<file path="src/rtl/fifo_wr_arbiter.sv">
// fifo_wr_arbiter: round-robin arbiter that lets NUM_REQ valid/ready producers
// take turns writing bursts of up to MAX_BURST words into a sync FIFO.
// Ports:
//   i_clk, i_rst_n    clock, asynchronous active-low reset
//   i_req_valid       per-requester valid
//   i_req_data        requester i word at [i*WIDTH +: WIDTH]
//   o_req_ready       per-requester accept strobe (owner only)
//   i_fifo_full       FIFO full flag, honoured in the same cycle
//   o_fifo_wr_en      FIFO write enable
//   o_fifo_wr_data    FIFO write data (owner's word)
//   o_grant_valid     a requester currently owns the write port
//   o_grant_id        index of that owner
module fifo_wr_arbiter #(
   parameter int WIDTH     = 32,
   parameter int NUM_REQ   = 4,
   parameter int MAX_BURST = 4
) (
   input  logic                     i_clk,
   input  logic                     i_rst_n,
   input  logic [NUM_REQ-1:0]       i_req_valid,
   input  logic [NUM_REQ*WIDTH-1:0] i_req_data,
   output logic [NUM_REQ-1:0]       o_req_ready,
   input  logic                     i_fifo_full,
   output logic                     o_fifo_wr_en,
   output logic [WIDTH-1:0]         o_fifo_wr_data,
   output logic                     o_grant_valid,
   output logic [$clog2(NUM_REQ)-1:0] o_grant_id
);
   localparam int IDW = $clog2(NUM_REQ);
   localparam int BW  = $clog2(MAX_BURST + 1);
   localparam logic [0:0] S_IDLE  = 1'b0;
   localparam logic [0:0] S_GRANT = 1'b1;

   logic [0:0]     r_state;
   logic [IDW-1:0] r_owner;
   logic [IDW-1:0] r_last;
   logic [BW-1:0]  r_beat;
   logic [IDW-1:0] w_sel;
   logic           w_grant;
   logic           w_xfer;

   // Scan from the farthest offset down so the nearest requester after
   // r_last is the one left in w_sel.
   always_comb begin
      w_sel = '0;
      for (int k = NUM_REQ; k >= 1; k--)
         if (i_req_valid[(int'(r_last) + k) % NUM_REQ])
            w_sel = IDW'((int'(r_last) + k) % NUM_REQ);
   end

   assign w_grant        = r_state == S_GRANT;
   assign w_xfer         = w_grant & i_req_valid[r_owner] & ~i_fifo_full;
   assign o_fifo_wr_en   = w_xfer;
   assign o_fifo_wr_data = i_req_data[r_owner*WIDTH +: WIDTH];
   assign o_grant_valid  = w_grant;
   assign o_grant_id     = w_grant ? r_owner : '0;

   always_comb begin
      o_req_ready = '0;
      o_req_ready[r_owner] = w_grant & ~i_fifo_full;
   end

   always_ff @(posedge i_clk or negedge i_rst_n) begin
      if (!i_rst_n) begin
         r_state <= S_IDLE;
         r_owner <= '0;
         r_last  <= IDW'(NUM_REQ - 1);
         r_beat  <= '0;
      end else if (r_state == S_IDLE) begin
         if (|i_req_valid) begin
            r_owner <= w_sel;
            r_last  <= w_sel;
            r_beat  <= '0;
            r_state <= S_GRANT;
         end
      end else if (!i_req_valid[r_owner]) begin
         r_state <= S_IDLE;
      end else if (w_xfer) begin
         r_beat <= r_beat + BW'(1);
         if (r_beat == BW'(MAX_BURST - 1))
            r_state <= S_IDLE;
      end
   end
endmodule

</file>
<file path="config.mk">
export PLATFORM = sky130hd
export DESIGN_NAME = fifo_wr_arbiter
export DESIGN_NICKNAME = d
export VERILOG_FILES = /design/src/rtl/fifo_wr_arbiter.sv
export SDC_FILE = /design/constraint.sdc
export NUM_CORES = 1
export LEC_CHECK = 0
export CAP_MARGIN = 5
export CORE_MARGIN = 4
export CORE_UTILIZATION = 28
export DETAILED_ROUTE_END_ITERATION = 6
export GPL_TIMING_DRIVEN = 0
export PLACE_DENSITY = 0.95
export REMOVE_ABC_BUFFERS = 1
export SYNTH_ARGS = -nofsm -noshare
export SYNTH_HDL_FRONTEND = slang
export SYNTH_SLANG_ARGS = --single-unit
</file>
<file path="constraint.sdc">
create_clock -name i_clk -period 2.7 [get_ports i_clk]
set_clock_uncertainty 0.1 [all_clocks]
set_input_delay 0.81 -clock i_clk [delete_from_list [all_inputs] [get_ports i_clk]]
set_output_delay 0.81 -clock i_clk [all_outputs]
set_load 0.05 [all_outputs]
</file>
==> flow_summary.rst <==
.. list-table::
   :header-rows: 1

   * - Metric
     - Value
   * - Final weighted congestion in routability-driven placement
     - 0.856
   * - Clock tree from TritonCTS
     - built
   * - Hold Fails Final Rpt
     - 0
   * - Post-detailed-placement half-perimeter wirelength
     - 6440 um
   * - Critical path's largest stage delay
     - 0.51 ns
   * - Layout overhead on the synthesized area
     - 139%
   * - Number of remaining DRC errors
     - 0
   * - Result of the run
     - completed
   * - Final-report max-slew violation count
     - 0
   * - FP Rows
     - 24
   * - Part of the Yosys area used for sequential elements
     - 15.1%
   * - Pre-CTS setup slack
     - -0.983 ns
   * - Tmin final
     - 2.67 ns
   * - Number of vias per cell
     - 5.28
   * - Yosys synthesis warning count
     - 0
   * - Achievable clock frequency
     - 0.375 GHz
   * - Gate power share
     - 86.6%
   * - Number of CTS-inserted buffers
     - 3
   * - Net load switching power
     - 1.95 mW
   * - Post-synth top cells
     - sky130_fd_sc_hd__mux4_2, sky130_fd_sc_hd__o21ai_0, sky130_fd_sc_hd__dfrtp_1, sky130_fd_sc_hd__mux2i_1
   * - Cell Area, Synth
     - 1350 um2
   * - Area of the die
     - 5980 um2
   * - Primary flip-flop cell chosen by synthesis mapping
     - sky130_fd_sc_hd__dfrtp_1
   * - Maximum number of pins on one net before global-route repair
     - 23
   * - Setup WS post-layout
     - 0.0308 ns
   * - Unrepaired setup endpoints after global routing
     - no
   * - Transition time of the tightest slew-check pin
     - 0.512 ns
   * - Clock network latency to the later pin of the worst-skew pair
     - 0.22 ns
   * - Iter 0 DRT Violations
     - 51
   * - I/O Buffers
     - 174
   * - Class of the tightest hold or removal check
     - reg2reg
   * - WP data arrival
     - 1.76 ns
   * - Worst Setup End Kind
     - primary output
   * - Depth of the CTS H-tree
     - 1
   * - Die boundary width
     - 77.3 um
   * - Number of iterations in the first detailed-routing pass
     - 4
   * - # IOs
     - 175
   * - Instance area at placement
     - 3120 um2
   * - Leak pwr
     - 1.46 nW
   * - Global-route usage over all layers
     - 26.3%
   * - Kind of critical path
     - in2out
   * - Proportion of register bits with asynchronous set or reset after synthesis
     - 100%
   * - Number of nets in the layout
     - 408
   * - Hold Slack
     - 0.428 ns
   * - CP Data Required Time
     - 1.79 ns
   * - Most used standard cell by instance count after synthesis
     - sky130_fd_sc_hd__mux4_2
   * - Number of failing setup endpoints in the final timing report
     - 0
   * - Largest voltage drop on the vdd net
     - 0.600 mV
   * - Post-synthesis cell type with the largest combined area
     - sky130_fd_sc_hd__mux4_2
   * - Cell area after layout
     - 3210 um2
   * - WL final
     - 7830 um
   * - Routed Antenna Nets
     - 0
   * - Root Buffer Master
     - sky130_fd_sc_hd__clkbuf_8
   * - Gate count of the mapped netlist
     - 97
   * - Max-Slew Margin vs Limit
     - 65.8%
   * - Fraction of final layout cells with drive strength greater than 1
     - 33.8%
   * - Number of buffers inserted for hold repair after clock tree synthesis
     - 0
   * - Switching Fraction
     - 52.7%
   * - Number of distinct library cells after synthesis
     - 27
   * - Critical Path Slowest Stage Cell
     - sky130_fd_sc_hd__mux4_2
   * - Cell types with the largest area share after synthesis
     - sky130_fd_sc_hd__mux4_2, sky130_fd_sc_hd__dfrtp_1, sky130_fd_sc_hd__mux2i_1, sky130_fd_sc_hd__o21ai_0, sky130_fd_sc_hd__dfstp_2
   * - Effective utilization at floorplan
     - 29.9%
   * - Worst path cell trace
     - dlygate4sd2_1 > mux4_2 > buf_8
   * - Area fraction of the dominant cell type after synthesis
     - 50.2%
   * - Via count
     - 1715
   * - Fin crit share
     - 98.9%
   * - Max Fanout on Critical Path
     - 1
   * - Internal
     - 1.75 mW
   * - Post-route core utilization
     - 71.3%
   * - Sort of element at the start of the critical path
     - input pin
   * - Core region area
     - 4500 um2
   * - Global-route congestion overflow total
     - 0
   * - Per-instance average area after synthesis
     - 13.9 um2
   * - Share of total power in sequential cells
     - 9.6%
   * - Height of the chip
     - 77.3 um
   * - Number of buffers between clock root and the deepest sink
     - 2
   * - Post-CTS clock slew at the launch and capture registers of the worst setup and hold paths
     - 0.04 ns
   * - Maximum Capacitance Violations
     - 0
   * - Count of filler cells inserted in the layout
     - 360
   * - Count of flip-flops with a built-in enable after synthesis
     - 0
   * - Clock group share of total power
     - 3.8%
   * - Flip-flop and latch count after synthesis
     - 8
   * - Clock net sink count
     - 8
   * - Number of global-route vias before repair
     - 1990
   * - Initial antenna violation count
     - 3
   * - Power Density
     - 1150 nW/um2
   * - Global-route wire length before repair
     - 11900 um
   * - Routed wire length per instance
     - 24.1 um
## sequential cells by signal (all words and copies together) (netlist names)
signal / cells
r_owner: 2
r_beat: 3
r_last: 2
o_grant_valid: 1
## final cells by class
class / instances / area [um2] / share of cell area, %
sequential: 8 / 210 / 6.54
multi-input combinational: 75 / 1070 / 33.4
timing repair buffer: 178 / 1790 / 55.8
clock buffer: 3 / 41.3 / 1.29
inverter: 5 / 18.8 / 0.584
antenna: 4 / 10.0 / 0.312
tap: 52 / 65.1 / 2.02
## metal layers
metal  vias to the layer above  wire (um)  global-route usage, %
met5                         -          0                      0
met4                         0        330                   11.4
met3                        26        754                   9.84
met2                       101       3970                   46.6
met1                       820       2770                   27.8
li1                        768          -                      -
## through the flow
step,TNS [ns],power [mW],cells
after floorplan,-17.89,2.20,88
after global placement,-53.30,3.13,314
after detailed placement,-24.00,3.17,315
after CTS,0,3.72,321
after global routing,0,3.86,325
final,0,3.70,325
## power groups by stage
| stage | registers [mW] | logic (mW) | clock network [mW] |
|---|---|---|---|
| floorplan | 0.432 | 1.77 | 0 |
| global placement | 0.484 | 2.65 | 0 |
| detailed placement | 0.418 | 2.76 | 0 |
| CTS | 0.353 | 3.23 | 0.142 |
| global route | 0.370 | 3.34 | 0.153 |
| finish | 0.355 | 3.21 | 0.139 |
## placed cells by master (no fill, tap or decap), types with 2 or more instances in the layout
cell                              synthesis  layout
sky130_fd_sc_hd__ha_1                     2       2
sky130_fd_sc_hd__buf_8                    0      33
sky130_fd_sc_hd__nor2_1                   4       2
sky130_fd_sc_hd__clkdlybuf4s15_1          0       2
sky130_fd_sc_hd__nand2b_1                 3       3
sky130_fd_sc_hd__buf_12                   0       2
sky130_fd_sc_hd__buf_2                    5       2
sky130_fd_sc_hd__dfstp_2                  2       2
sky130_fd_sc_hd__buf_6                    1       3
sky130_fd_sc_hd__dlygate4sd2_1            0     133
sky130_fd_sc_hd__nor2_2                   0       2
sky130_fd_sc_hd__o21ai_0                 11      11
sky130_fd_sc_hd__o221a_2                  2       2
sky130_fd_sc_hd__and2_1                   2       2
sky130_fd_sc_hd__diode_2                  0       4
sky130_fd_sc_hd__mux2i_2                  0       2
sky130_fd_sc_hd__mux2i_1                  6       4
sky130_fd_sc_hd__dfrtp_1                  6       4
sky130_fd_sc_hd__inv_1                    5       5
sky130_fd_sc_hd__dfrtp_4                  0       2
sky130_fd_sc_hd__mux4_2                  30      32
sky130_fd_sc_hd__mux2_2                   2       2
sky130_fd_sc_hd__o31ai_1                  2       2
sky130_fd_sc_hd__clkbuf_8                 0       3
## kinds of logic (layout without fill, tap and decap cells)
family                     Yosys count  after routing  share of synthesized area, %
adders and majority gates            2              2                          1.86
and+or+nand+nor                     14             14                          7.26
buffers and inverters               14            186                          5.49
AOI/OAI and AO/OA                   19             19                          10.0
DFF                                  8              8                          15.1
muxes                               40             40                          60.3
other                                0              4                             0
## worst paths after layout
check | endpoint | slack (ns) | cells past startpoint | startpoint
max | o_fifo_wr_data[17] | 0.03 | 3 | i_req_data[113]
min | r_beat[0] | 0.43 | 1 | r_beat[0]
max reg2reg | r_beat[0] | 0.84 | 5 | r_owner[0]
min reg2reg | r_beat[0] | 0.43 | 1 | r_beat[0]
max in group asynchronous | r_last[1] | 1.42 | 1 | i_rst_n
min in group asynchronous | r_beat[1] | 0.77 | 1 | i_rst_n
## critical path, delay by kind of cell
family,cells,cell delay (ns)
muxes,1,0.51
buffers and inverters,2,0.44
## what timing repair did
action	CTS	global route
setup buffers	3	0
pin swaps	2	1
endpoints found under the setup margin	39	2
resized for setup	431	2
Power figures use the tool's default switching activity.
